**src/rtl/uart_pkg.sv**
```systemverilog
// Shared UART types and IO port map used by the transmit/receive buffering logic.
package uart_pkg;

    typedef enum logic [1:0] {
        TXF_IDLE    = 2'd0,
        TXF_WAIT_HI = 2'd1,
        TXF_WAIT_LO = 2'd2
    } txf_state_t;

    localparam int unsigned UART_TX_PORT   = 8;
    localparam int unsigned UART_STAT_PORT = 10;

endpackage

```
**src/rtl/sync_fifo.sv**
```systemverilog
// Single-clock FIFO with registered count/full; a push on a full FIFO is accepted
// only when a pop in the same cycle frees the slot.
module sync_fifo #(
    parameter int unsigned WIDTH = 8,
    parameter int unsigned DEPTH = 16
) (
    input  logic                     clk,
    input  logic                     reset,
    input  logic                     push,
    input  logic                     pop,
    input  logic [WIDTH-1:0]         wdata,
    output logic [WIDTH-1:0]         rdata_c,
    output logic [$clog2(DEPTH):0]   count,
    output logic [$clog2(DEPTH):0]   count_nxt_c,
    output logic                     full
);

    localparam int unsigned AW = $clog2(DEPTH);
    localparam int unsigned CW = AW + 1;

    logic [WIDTH-1:0] mem_q [DEPTH];
    logic [AW-1:0]    wptr_q, wptr_d;
    logic [AW-1:0]    rptr_q, rptr_d;
    logic [CW-1:0]    count_q, count_d;
    logic             full_q, full_d;
    logic             push_ok_c, pop_ok_c;

    // Pointers wrap naturally because DEPTH is a power of two.
    always_comb begin
        pop_ok_c  = pop && (count_q != CW'(0));
        push_ok_c = push && (!full_q || pop_ok_c);
        wptr_d    = wptr_q + AW'(push_ok_c);
        rptr_d    = rptr_q + AW'(pop_ok_c);
        count_d   = count_q + CW'(push_ok_c) - CW'(pop_ok_c);
        full_d    = (count_d == CW'(DEPTH));
    end

    always_ff @(posedge clk) begin
        if (reset) begin
            wptr_q  <= '0;
            rptr_q  <= '0;
            count_q <= '0;
            full_q  <= 1'b0;
        end else begin
            wptr_q  <= wptr_d;
            rptr_q  <= rptr_d;
            count_q <= count_d;
            full_q  <= full_d;
        end
    end

    always_ff @(posedge clk) begin
        if (push_ok_c) begin
            mem_q[wptr_q] <= wdata;
        end
    end

    assign rdata_c     = mem_q[rptr_q];
    assign count       = count_q;
    assign count_nxt_c = count_d;
    assign full        = full_q;

endmodule

```
**src/rtl/uart_tx_fifo.sv**
```systemverilog
// Transmit buffer: absorbs CPU byte writes and feeds uart_core one byte at a time,
// pacing on the core's busy_tx handshake.
module uart_tx_fifo
    import uart_pkg::*;
#(
    parameter int unsigned DEPTH     = 16,
    parameter int unsigned BUSY_WAIT = 4
) (
    input  logic                   clk,
    input  logic                   reset,
    input  logic [7:0]             wr_data,
    input  logic                   wr_en,
    output logic                   full,
    output logic                   empty,
    output logic [$clog2(DEPTH):0] count,
    output logic                   overflow,
    input  logic                   ovf_clr,
    output logic [7:0]             data_in,
    output logic                   data_in_wr,
    input  logic                   busy_tx
);

    localparam int unsigned CW = $clog2(DEPTH) + 1;
    localparam int unsigned TW = (BUSY_WAIT > 1) ? $clog2(BUSY_WAIT + 1) : 1;

    txf_state_t     state_q, state_d;
    logic [TW-1:0]  timer_q, timer_d;
    logic [7:0]     data_in_q, data_in_d;
    logic           data_in_wr_q, data_in_wr_d;
    logic           overflow_q, overflow_d;
    logic           empty_q, empty_d;
    logic           pop_c;

    logic [7:0]     fifo_rdata_c;
    logic [CW-1:0]  fifo_count;
    logic [CW-1:0]  fifo_count_nxt_c;
    logic           fifo_full;

    sync_fifo #(
        .WIDTH (8),
        .DEPTH (DEPTH)
    ) u_fifo (
        .clk         (clk),
        .reset       (reset),
        .push        (wr_en),
        .pop         (pop_c),
        .wdata       (wr_data),
        .rdata_c     (fifo_rdata_c),
        .count       (fifo_count),
        .count_nxt_c (fifo_count_nxt_c),
        .full        (fifo_full)
    );

    // Drain FSM: issue a byte, then give the core BUSY_WAIT clocks to claim it.
    always_comb begin
        state_d      = state_q;
        timer_d      = timer_q;
        data_in_d    = data_in_q;
        data_in_wr_d = 1'b0;
        pop_c        = 1'b0;

        case (state_q)
            TXF_IDLE: begin
                if ((fifo_count != CW'(0)) && !busy_tx) begin
                    pop_c        = 1'b1;
                    data_in_d    = fifo_rdata_c;
                    data_in_wr_d = 1'b1;
                    timer_d      = TW'(BUSY_WAIT);
                    state_d      = TXF_WAIT_HI;
                end
            end
            TXF_WAIT_HI: begin
                if (busy_tx) begin
                    state_d = TXF_WAIT_LO;
                end else if (timer_q == TW'(0)) begin
                    state_d = TXF_IDLE;
                end else begin
                    timer_d = timer_q - TW'(1);
                end
            end
            TXF_WAIT_LO: begin
                if (!busy_tx) begin
                    state_d = TXF_IDLE;
                end
            end
            default: state_d = TXF_IDLE;
        endcase

        // A discarded push sets overflow even when ovf_clr is asserted alongside it.
        overflow_d = overflow_q;
        if (wr_en && fifo_full && !pop_c) begin
            overflow_d = 1'b1;
        end else if (ovf_clr) begin
            overflow_d = 1'b0;
        end

        empty_d = (fifo_count_nxt_c == CW'(0)) && (state_d == TXF_IDLE);
    end

    always_ff @(posedge clk) begin
        if (reset) begin
            state_q      <= TXF_IDLE;
            timer_q      <= '0;
            data_in_q    <= '0;
            data_in_wr_q <= 1'b0;
            overflow_q   <= 1'b0;
            empty_q      <= 1'b1;
        end else begin
            state_q      <= state_d;
            timer_q      <= timer_d;
            data_in_q    <= data_in_d;
            data_in_wr_q <= data_in_wr_d;
            overflow_q   <= overflow_d;
            empty_q      <= empty_d;
        end
    end

    assign full       = fifo_full;
    assign empty      = empty_q;
    assign count      = fifo_count;
    assign overflow   = overflow_q;
    assign data_in    = data_in_q;
    assign data_in_wr = data_in_wr_q;

endmodule

```
**config.mk**
```make
export PLATFORM = sky130hd
export DESIGN_NAME = uart_tx_fifo
export DESIGN_NICKNAME = d
export VERILOG_FILES = /design/src/rtl/uart_pkg.sv /design/src/rtl/sync_fifo.sv /design/src/rtl/uart_tx_fifo.sv
export SDC_FILE = /design/constraint.sdc
export NUM_CORES = 1
export LEC_CHECK = 0
export CORE_MARGIN = 2
export CORE_UTILIZATION = 65
export CTS_BUF_LIST = sky130_fd_sc_hd__clkbuf_8
export CTS_CLUSTER_SIZE = 24
export DETAILED_ROUTE_END_ITERATION = 8
export DONT_BUFFER_PORTS = 1
export GPL_TIMING_DRIVEN = 0
export PLACE_DENSITY = 0.84
export SETUP_SLACK_MARGIN = 0.1
export SLEW_MARGIN = 10
export SYNTH_ARGS = -nofsm -noshare
export SYNTH_HDL_FRONTEND = slang
export SYNTH_SLANG_ARGS = --single-unit
```
**constraint.sdc**
```tcl
create_clock -name clk -period 3.8 [get_ports clk]
set_input_delay 0.95 -clock clk [delete_from_list [all_inputs] [get_ports clk]]
set_output_delay 0.95 -clock clk [all_outputs]
set_load 0.005 [all_outputs]
```
---- Word-level counts from Yosys, hierarchy flattened ----
Memory sizes are Yosys's and may differ from the RTL's. A register that Yosys moved wholly into a read port is not among the register bits.
Cells that the tools add are included.
storage, ports and cells
  register bits after elaboration ......... 22
  memory bits (writable) .................. 128
  word-level logic and storage cells ...... 55
  memories ................................ 1
memories
  memory        depth  bits a word  rd ports  clocked after memory_dff  write ports  RTL line         source
  u_fifo.mem_q  16     8            1         1                         1            sync_fifo.sv:21  logic [WIDTH-1:0] mem_q [DEPTH];
operators by class
  add/subtract/negate cells ............... 5
  equal/unequal tests ..................... 6
  multiplexer cells ....................... 15
  reduce and logical (&&, ||, !) cells .... 19
operator list
  operator             number
  $mux 3               3
  $add 4x1->4          2
  $mux 2               4
  $logic_and 1x1->1    6
  $mux 1               6
  $ne 2x2->1 const B   3
  $pmux 2 s3           1
  $pmux 3 s2           1
  $add 5x1->5          1
  $eq 5x5->1 const B   1
  $logic_not 5->1      1
  $reduce_bool 5->1    1
  $sub 5x1->5          1
  $logic_not 2->1      2
  $reduce_and 4->1     1
  $reduce_bool 2->1    2
  $logic_not 1->1      3
  $logic_not 3->1      1
  $sub 3x1->3 const B  1
  $eq 2x1->1 const B   1
  $eq 2x2->1 const B   1
  $reduce_and 2->1     1
  $logic_or 1x1->1     1

---- Logic depth before layout (Yosys ltp) ----
Gate-level depths: netlist (run 1).
  word-level depth ........................ 11
  depth in mapped cells ................... 16

---- Hierarchy ----
From an unflattened synthesis (run 1), not the netlist that was laid out.
second synthesis, totals
  cells, all modules ...................... 371
  area, all modules ....................... 6346.1 um^2
by module, submodules not included
  module        instances  cells each  area each (um^2)  seq. area each (um^2)
  sync_fifo     1          303         5659.2            4124.0
  uart_tx_fifo  1          68          686.9             320.3

---- Least setup slack after synthesis (run 1) ----
Ideal clock, no wire load.
  path type ............................... input -> register
  start ................................... input port busy_tx
  end ..................................... register empty_q (netlist: empty)
  setup time .............................. 0.116 ns
  arrival ................................. 3.352 ns
  required time ........................... 3.684 ns
  setup slack ............................. 0.331 ns
  stages .................................. 13
  buffers on the path ..................... 2
  path through ............................ or4_1 > buf_2 > clkbuf_1 > inv_1 > ha_1 > inv_1 > ha_1 > inv_1 > fa_1 > nand2b_1 > a21oi_1 > xnor2_1 > a41o_1
on the way
  word-level cells in the longest chain between the ends .. 11
  elaborated cells on any way between the ends .. 16
  classes of those cells .................. add/sub: 2; mux: 6; reduce/logical: 8
RTL lines
  what                  RTL line             source
  from (decl)           uart_tx_fifo.sv:20   input logic busy_tx
  $logic_not 1->1       n/a
  $logic_and 1x1->1     uart_tx_fifo.sv:64   if ((fifo_count != CW'(0)) && !busy_tx) begin
  $mux 1                uart_tx_fifo.sv:64
  $mux 1                n/a
  $logic_and 1x1->1     sync_fifo.sv:30      pop_ok_c = pop && (count_q != CW'(0));
  $logic_or 1x1->1      sync_fifo.sv:31      push_ok_c = push && (!full_q || pop_ok_c);
  $logic_and 1x1->1     sync_fifo.sv:31
  $add 5x1->5           sync_fifo.sv:34      count_d = count_q + CW'(push_ok_c) - CW'(pop_ok_c);
  $sub 5x1->5           sync_fifo.sv:34
  $logic_not 5->1       uart_tx_fifo.sv:97   empty_d = (fifo_count_nxt_c == CW'(0)) && (state_d == TXF_IDLE);
  $logic_and 1x1->1 *   uart_tx_fifo.sv:97
  to (signal assigned)  uart_tx_fifo.sv:114  empty_q <= empty_d;
  to (decl)             uart_tx_fifo.sv:31   logic empty_q, empty_d;
Mark *: on every way between the ends. The rest lies on a longest branch, timed or not.
A chain may end at the register's enable or synchronous reset.

---- Final worst setup path (run 1) ----
  start ................................... register u_fifo.count_q[2] (netlist: u_fifo.count[2])
  end ..................................... register u_fifo.full_q (netlist: u_fifo.full)
on the way
  word-level cells in the longest chain between the ends .. 10
RTL lines
  what                    RTL line                             source
  from (decl)             sync_fifo.sv:24                      logic [CW-1:0] count_q, count_d;
  from (signal assigned)  sync_fifo.sv:47                      count_q <= count_d;
  $reduce_bool 5->1       sync_fifo.sv:30, uart_tx_fifo.sv:64
  $logic_and 1x1->1       uart_tx_fifo.sv:64
  $mux 1                  uart_tx_fifo.sv:64
  $mux 1                  n/a
  $logic_and 1x1->1       sync_fifo.sv:30
  $logic_or 1x1->1        sync_fifo.sv:31
  $logic_and 1x1->1       sync_fifo.sv:31
  $add 5x1->5             sync_fifo.sv:34
  $sub 5x1->5 *           sync_fifo.sv:34
  $eq 5x5->1 *            sync_fifo.sv:35                      full_d = (count_d == CW'(DEPTH));
  to (signal assigned)    sync_fifo.sv:48                      full_q <= full_d;
  to (decl)               sync_fifo.sv:25                      logic full_q, full_d;
Marked as above.

==> results of run 1 <==
-- cells in the mapped netlist --
library cell / count / area, um2
sky130_fd_sc_hd__nor4b_1: 1 / 8.76
sky130_fd_sc_hd__mux4_2: 32 / 721
sky130_fd_sc_hd__o221ai_2: 1 / 15.0
sky130_fd_sc_hd__edfxtp_1: 128 / 3840
sky130_fd_sc_hd__nor2b_1: 7 / 43.8
sky130_fd_sc_hd__or4_1: 1 / 7.51
sky130_fd_sc_hd__nand4bb_1: 1 / 11.3
sky130_fd_sc_hd__and2_1: 1 / 6.26
sky130_fd_sc_hd__nand2b_1: 4 / 25.0
sky130_fd_sc_hd__or3_1: 1 / 6.26
sky130_fd_sc_hd__nand2_1: 2 / 7.51
sky130_fd_sc_hd__nand3_1: 4 / 20.0
sky130_fd_sc_hd__o221ai_1: 7 / 61.3
sky130_fd_sc_hd__clkbuf_1: 11 / 41.3
sky130_fd_sc_hd__nor3b_1: 1 / 7.51
sky130_fd_sc_hd__or2_2: 1 / 6.26
sky130_fd_sc_hd__buf_1: 1 / 3.75
sky130_fd_sc_hd__and3_1: 2 / 12.5
sky130_fd_sc_hd__nor2_1: 25 / 93.8
sky130_fd_sc_hd__o21ba_2: 1 / 10.0
sky130_fd_sc_hd__buf_2: 7 / 35.0
sky130_fd_sc_hd__nand4b_1: 2 / 17.5
sky130_fd_sc_hd__nor4bb_1: 1 / 10.0
sky130_fd_sc_hd__inv_1: 11 / 41.3
sky130_fd_sc_hd__xor2_1: 4 / 35.0
sky130_fd_sc_hd__or3b_1: 1 / 8.76
sky130_fd_sc_hd__mux2i_1: 16 / 160
sky130_fd_sc_hd__nand4_1: 2 / 12.5
sky130_fd_sc_hd__a21o_1: 1 / 7.51
sky130_fd_sc_hd__fa_1: 1 / 20.0
sky130_fd_sc_hd__nor3_1: 4 / 20.0
sky130_fd_sc_hd__a32oi_1: 1 / 8.76
sky130_fd_sc_hd__a21oi_1: 5 / 25.0
sky130_fd_sc_hd__dfxtp_1: 30 / 601
sky130_fd_sc_hd__ha_1: 12 / 150
sky130_fd_sc_hd__nand3b_1: 8 / 60.1
sky130_fd_sc_hd__a41o_1: 1 / 10.0
sky130_fd_sc_hd__xnor2_1: 6 / 52.6
sky130_fd_sc_hd__o41ai_1: 1 / 8.76
-- per-layer routing --
layer,vias up,GRT usage (%),part of all wire (%)
met5,-,0,0
met4,0,11.5,2.0
met3,24,7.66,8.5
met2,170,43.2,53
met1,1611,29.2,37
li1,1394,-,-
-- layout make-up --
| type | instances | area, um2 |
|---|---|---|
| plain buffers | 18 | 76.3 |
| clock buffers | 17 | 234 |
| clock inverters | 15 | 150 |
| fillers | 580 | 2490 |
| inverters | 11 | 41.3 |
| multi-input cells | 158 | 1690 |
| flip-flops and latches | 158 | 4440 |
| well taps | 129 | 161 |
-- state kept, by name, summed over array words and instances, names as in the netlist --
| signal | flops |
|---|---|
| data_in_wr | 1 |
| u_fifo.count | 5 |
| overflow | 1 |
| u_fifo.mem_q | 128 |
| empty | 1 |
| u_fifo.rptr_q | 4 |
| state_q | 2 |
| timer_q | 3 |
| u_fifo.full | 1 |
| data_in | 8 |
| u_fifo.wptr_q | 4 |
-- worst reg2reg max path, cell delays in order (launching register included) --
cell	delay, ns
sky130_fd_sc_hd__dfxtp_1	0.35
sky130_fd_sc_hd__inv_1	0.09
sky130_fd_sc_hd__ha_1	0.15
sky130_fd_sc_hd__nor4b_1	0.39
sky130_fd_sc_hd__or4_1	0.17
sky130_fd_sc_hd__buf_2	0.32
sky130_fd_sc_hd__inv_1	0.16
sky130_fd_sc_hd__ha_1	0.29
sky130_fd_sc_hd__inv_1	0.06
sky130_fd_sc_hd__ha_1	0.16
sky130_fd_sc_hd__inv_1	0.06
sky130_fd_sc_hd__fa_1	0.40
sky130_fd_sc_hd__xnor2_1	0.16
sky130_fd_sc_hd__nor3b_1	0.28
sky130_fd_sc_hd__nor4bb_1	0.29
-- kinds of logic (layout without fill, tap and decap cells) --
family,after synthesis,count (layout)
XOR/XNOR,10,10
AND/OR/NAND/NOR,69,69
flip-flops,158,158
buffers and inverters,30,61
adder cells (fa/ha/maj),13,13
AO/OA/AOI/OAI,18,18
multiplexers,48,48
-- power by group through the flow --
stage | clock network, mW | logic, mW | registers [mW]
3_5_place_dp | 0 | 0.845 | 2.11
3_3_place_gp | 0 | 0.808 | 2.10
6_report | 1.20 | 0.848 | 2.07
5_1_grt | 1.28 | 0.930 | 2.09
2_1_floorplan | 0 | 0.665 | 2.08
4_1_cts | 1.21 | 0.853 | 2.07
-- final timing paths --
check | endpoint | slack (ns) | cells after the start
worst max-delay path | u_fifo.full | 0.40 | 14
worst min-delay path | timer_q[1] | 0.49 | 2
worst max register to register | u_fifo.full | 0.40 | 14
worst min register to register | timer_q[1] | 0.49 | 2
-- metrics by stage --
| stage | utilization [%] | total power, mW | area [um2] | cells | hold WS [ns] |
|---|---|---|---|---|---|
| after floorplan | - | 2.75 | 6240 | 346 | 0.448 |
| after global placement | 68.9 | 2.91 | 6400 | 475 | 0.456 |
| after detailed placement | 69.0 | 2.96 | 6410 | 475 | 0.485 |
| after CTS | 73.1 | 4.14 | 6790 | 506 | 0.498 |
| after global routing | 73.2 | 4.30 | 6800 | 506 | 0.527 |
| final | 73.2 | 4.12 | 6800 | 506 | 0.490 |
-- repair_timing --
item,4_1_cts,5_1_grt
endpoints found under the setup margin,2,0
hold buffers,0,0
setup buffers,0,0
==> impl_summary.log, run 1 <==
INFO  metric setup.worst_path.class = flip-flop to flip-flop
INFO  metric power.sequential.fraction = 50.3%
INFO  metric syn-mean-instance-area = 18.0 um2
INFO  metric antenna_found_initial = 0
INFO  metric leading_cell_type_in_the_layout_fill_and_taps_excluded = sky130_fd_sc_hd__edfxtp_1
INFO  metric globalRoute.totalOverflow = 0
INFO  metric worst_ep_arrival_time = 3.76 ns
INFO  metric drc_violations_left = 0
INFO  metric start_util = 67.2%
INFO  metric timing.critical_path.from = u_fifo.count[2]
INFO  metric port_buffers = 0
INFO  metric dieArea = 0.0104 mm2
INFO  metric post_route_cells_drive_above_1_share = 20.4%
INFO  metric tightestPinTransition = 0.980 ns
INFO  metric clock_latency = 0.45 ns
INFO  metric synth-xor-area-share = 1.40%
INFO  metric worst_ir_drop_vdd = 297 uV
INFO  metric path_cells = inv_1 -> ha_1 -> nor4b_1 -> or4_1 -> buf_2 -> inv_1 -> ha_1 -> inv_1 -> ha_1 -> inv_1 -> fa_1 -> xnor2_1 -> nor3b_1 -> nor4bb_1
INFO  metric place_hpwl = 7590 um
INFO  metric area_growth_syn_to_layout = 9.01%
INFO  metric detail_route.wirelength = 11800 um
INFO  metric finalCritPeriodShare = 89.4%
INFO  metric avgViaCountPerCell = 6.32
INFO  metric die_span_x = 102 um
INFO  metric fin_tns_setup = 0 ns
INFO  metric fin_worst_skew = 0.0143 ns
INFO  metric ioPinCount = 30
INFO  metric dieHeight = 102 um
INFO  metric preCtsSetupSlack = -0.0179 ns
INFO  metric grt_start_max_net_pins = 19
INFO  metric clk_root_buffer_cell = sky130_fd_sc_hd__clkbuf_8
INFO  metric grt_pass1_wl = 18000 um
INFO  metric yosys_register_bits = 158
INFO  metric critical_path.reg2reg.startpoint = u_fifo.count[2]
INFO  metric netSwitchingPower = 1.19 mW
INFO  metric number_of_hold_violations_in_the_final_report = 0
INFO  metric post_synthesis_simple_gate_area_fraction = 6.18%
INFO  metric vias = 3199
INFO  metric timing.critical_path.to_type = flip-flop
INFO  metric max-slew-margin-rel = 34.4%
INFO  metric worst_hold_path_type = flip-flop to flip-flop
INFO  metric cp_data_required_time = 4.16 ns
INFO  metric period_minus_slack = 3.40 ns
INFO  metric cp.buffers_inverters = 5
INFO  metric fp-row-count = 35
INFO  metric postSynthCellCount = 346
INFO  metric rsz0062_at_grt = false
INFO  metric gp_congestion = 0.768
INFO  metric critical-path-max-stage-delay = 0.40 ns
INFO  metric cts.path.max_buffers = 2
INFO  metric coreArea = 0.00928 mm2
INFO  metric first_pass_iters = 7
INFO  metric power.combinational.fraction = 20.6%
INFO  metric tritoncts_buffers = 17
INFO  metric start_kind = flip-flop
INFO  metric finalSetupViolCount = 0
INFO  metric final_net_count = 390
INFO  metric netlist-cell-type-count = 39
INFO  metric final-max-slew-violation-count = 0
INFO  metric muxShareOfSynthArea = 14.1%
INFO  metric clock_power_share = 29.2%
INFO  metric cell_area_power_density = 606 mW/mm2
INFO  metric run_status = completed
INFO  metric grt.total_usage = 25.1%
INFO  metric clkSlewWorstSetupHoldPaths = 0.10 ns
INFO  metric postRouteAntennaNets = 0
INFO  metric synth_fa_ha_area_share = 2.73%
INFO  metric dr.first_iter.drc_count = 211
INFO  metric h-tree-depth = 4
INFO  metric syn-cell-area = 0.00624 mm2
INFO  metric fin_worst_setup_slack = 0.402 ns
INFO  metric clock-sinks = 158
INFO  metric critical-path-top-delay-family = simple AND/OR/NAND/NOR gates
INFO  metric routed_wire_length_per_instance = 23.4 um
INFO  metric critical-path-top-cell-by-count = sky130_fd_sc_hd__inv_1
INFO  metric power.internal = 2.94 mW
INFO  metric diodes = 0
INFO  metric first_global_vias = 3324
INFO  metric critical_path_peak_fanout = 18
INFO  metric ys_seq_area_share = 71.3%
INFO  metric syn-num-nets = 372
INFO  metric critical_path.slowest_cell = sky130_fd_sc_hd__fa_1
INFO  metric switching_share = 28.8%
INFO  metric hold_start = timer_q[1]
INFO  metric cts_tree = built
INFO  metric cellLeakagePower = 2.17 nW
INFO  metric synth_compound_gate_area_share = 2.35%
INFO  metric synth_warnings = 0
INFO  metric main_combinational_cell_family_by_area_after_synthesis = multiplexers
INFO  metric maxClockFrequency = 294 MHz
INFO  metric maxCapViolCount = 0
INFO  metric layout_common_cells = sky130_fd_sc_hd__edfxtp_1, sky130_fd_sc_hd__mux4_2, sky130_fd_sc_hd__dfxtp_1
INFO  metric cts.repair.resized = 0
No activity file was read; power rests on OpenSTA's default activity.
==> inputs of run 2 (changes only) <==
--- a/config.mk
+++ b/config.mk
@@ -5,7 +5,7 @@
 export SDC_FILE = /design/constraint.sdc
 export NUM_CORES = 1
 export LEC_CHECK = 0
-export CORE_MARGIN = 2
+export CORE_MARGIN = 4
 export CORE_UTILIZATION = 65
 export CTS_BUF_LIST = sky130_fd_sc_hd__clkbuf_8
 export CTS_CLUSTER_SIZE = 24
==> run 2 against run 1 <==
Net effect: worst hold slack lost 0.017 ns; via count shrank 1.5%; cell count is the same; fmax grew 1.3%; critical path type unchanged.
==> impl_summary.log, run 2 (synthesis gave the netlist of run 1 again) <==
INFO  metric run_status = completed
INFO  metric clk_root_buffer_cell = sky130_fd_sc_hd__clkbuf_8
INFO  metric placed_area = 0.00640 mm2
INFO  metric cts.repair.resized = 0
INFO  metric largest_register_ff_count = 128
INFO  metric port_buffers = 0
INFO  metric dieHeight = 106 um
INFO  metric fin_worst_skew = 0.0111 ns
INFO  metric cts.repair_timing.setup_buffer_count = 0
INFO  metric top_register = u_fifo.mem_q
INFO  metric multi_input_comb_area = 0.00169 mm2
INFO  metric cellLeakagePower = 2.19 nW
INFO  metric period_minus_slack = 3.35 ns
INFO  metric path_cells = inv_1 -> ha_1 -> nor4b_1 -> o41ai_1 -> nand4b_1 -> nor3_1
INFO  metric fin_tns_setup = 0 ns
INFO  metric top_layer = met4
INFO  metric critical_path.slowest_cell = sky130_fd_sc_hd__nor3_1
INFO  metric detail_route.wirelength = 11500 um
INFO  metric core_occupancy_in_the_finished_layout = 73.7%
INFO  metric routed_wire_length_per_instance = 22.7 um
INFO  metric postRouteAntennaNets = 0
INFO  metric maxClockFrequency = 298 MHz
INFO  metric critical-path-max-stage-delay = 1.02 ns
INFO  metric fillerInstances = 546
INFO  metric worst_ir_drop_vdd = 306 uV
INFO  metric dr.first_iter.drc_count = 316
INFO  metric gp_congestion = 0.809
INFO  metric rr_worst_depth = 6
INFO  metric cts_tree = built
INFO  metric antenna_found_initial = 0
INFO  metric post_route_cells_drive_above_1_share = 19.6%
INFO  metric number_of_hold_violations_in_the_final_report = 0
INFO  metric regArea = 0.00444 mm2
INFO  metric fp-row-count = 35
INFO  metric area_growth_syn_to_layout = 9.65%
INFO  metric worst_hold_path.endpoint = timer_q[1]
INFO  metric final_std_cell_area_no_fill = 0.00684 mm2
INFO  metric final_net_count = 390
INFO  metric ioPinCount = 30
INFO  metric h-tree-depth = 4
INFO  metric grt_start_max_net_pins = 17
INFO  metric setup.reg_to_reg.worst_slack = 0.45 ns
INFO  metric grt_pass1_wl = 18700 um
INFO  metric avgViaCountPerCell = 6.23
INFO  metric regToRegEndpoint = u_fifo.mem_q[2][6]
INFO  metric setup.worst_path.class = flip-flop to flip-flop
INFO  metric hold_start = timer_q[1]
INFO  metric start_kind = flip-flop
INFO  metric finalSetupViolCount = 0
INFO  metric met1Wirelength = 4320 um
INFO  metric finalPower = 4.21 mW
INFO  metric met3_length = 1020 um
INFO  metric vias = 3151
INFO  metric die_span_x = 106 um
INFO  metric start_util = 67.2%
INFO  metric tritoncts_buffers = 17
INFO  metric fin_worst_setup_slack = 0.445 ns
INFO  metric first_pass_iters = 5
INFO  metric worst_hold_path_type = flip-flop to flip-flop
INFO  metric grt.total_usage = 22.7%
INFO  metric preCtsSetupSlack = 0.0295 ns
INFO  metric coreArea = 0.00928 mm2
INFO  metric dieArea = 0.0112 mm2
INFO  metric timing.critical_path.to_type = flip-flop
INFO  metric critical-path-top-delay-family = simple AND/OR/NAND/NOR gates
INFO  metric drc_violations_left = 0
INFO  metric place_hpwl = 7570 um
INFO  metric leading_cell_type_in_the_layout_fill_and_taps_excluded = sky130_fd_sc_hd__edfxtp_1
INFO  metric cell_area_power_density = 616 mW/mm2
INFO  metric cts.path.max_buffers = 2
INFO  metric cts.hold.buffers_added = 0
INFO  metric diodes = 0
INFO  metric max-slew-margin-rel = 18.2%
INFO  metric cp.buffers_inverters = 1
INFO  metric critical_path_peak_fanout = 8
INFO  metric clock-sinks = 158
INFO  metric maxCapViolCount = 0
INFO  metric layout_common_cells = sky130_fd_sc_hd__edfxtp_1, sky130_fd_sc_hd__mux4_2, sky130_fd_sc_hd__dfxtp_1
INFO  metric hold-path-cell-count = 2
INFO  metric clock_latency = 0.42 ns
INFO  metric cp_data_required_time = 3.83 ns
INFO  metric rsz0062_at_grt = false
INFO  metric clkSlewWorstSetupHoldPaths = 0.09 ns
INFO  metric tightestPinTransition = 1.22 ns
INFO  metric critical_path.reg2reg.startpoint = u_fifo.count[2]
INFO  metric first_global_vias = 3271
INFO  metric globalRoute.totalOverflow = 0
INFO  metric wl_met2 = 5910 um
INFO  metric finalCritPeriodShare = 88.3%
INFO  metric final-max-slew-violation-count = 0
INFO  metric worst_ep_arrival_time = 3.39 ns
[run 2: worst max path at each step]
stage / slack, ns / to / cells past startpoint / startpoint
6_report: 0.45 / u_fifo.mem_q[2][6] / 6 / u_fifo.count[2]
5_1_grt: 0.14 / u_fifo.mem_q[2][7] / 6 / u_fifo.count[2]
4_1_cts: 0.19 / empty / 16 / u_fifo.count[3]
3_5_place_dp: 0.03 / empty / 13 / busy_tx
3_3_place_gp: 0.05 / u_fifo.full / 12 / busy_tx
2_1_floorplan: 0.33 / empty / 13 / busy_tx
[run 2: area by class of cell]
cell class | instances | area share (%)
flip-flops and latches | 158 | 65.0
clock inverters | 15 | 2.85
clock buffers | 17 | 3.42
inverters | 11 | 0.604
well taps | 129 | 2.36
plain buffers | 18 | 1.12
multi-input cells | 158 | 24.6
[run 2: power by group]
group	switching, mW	internal (mW)
registers	0.0855	1.99
clock network	0.595	0.715
logic	0.419	0.413
total	1.10	3.11
[run 2: routing by layer]
metal / vias to the layer above / GRT usage (%)
li1: 1395 / -
met1: 1576 / 30.1
met2: 156 / 37.3
met3: 24 / 5.71
met4: 0 / 7.68
met5: - / 0
[run 2: through the flow]
stage          hold WS [ns]  instances
2_1_floorplan         0.448        346
3_3_place_gp          0.457        475
3_5_place_dp          0.467        475
4_1_cts               0.480        507
5_1_grt               0.508        506
6_report              0.473        506
[run 2: worst reg2reg max path, cell delays in order, from the launching register on]
cell and delay, ns:
sky130_fd_sc_hd__dfxtp_1 0.38, sky130_fd_sc_hd__inv_1 0.08, sky130_fd_sc_hd__ha_1 0.20, sky130_fd_sc_hd__nor4b_1 0.15, sky130_fd_sc_hd__o41ai_1 0.79, sky130_fd_sc_hd__nand4b_1 0.35, sky130_fd_sc_hd__nor3_1 1.02
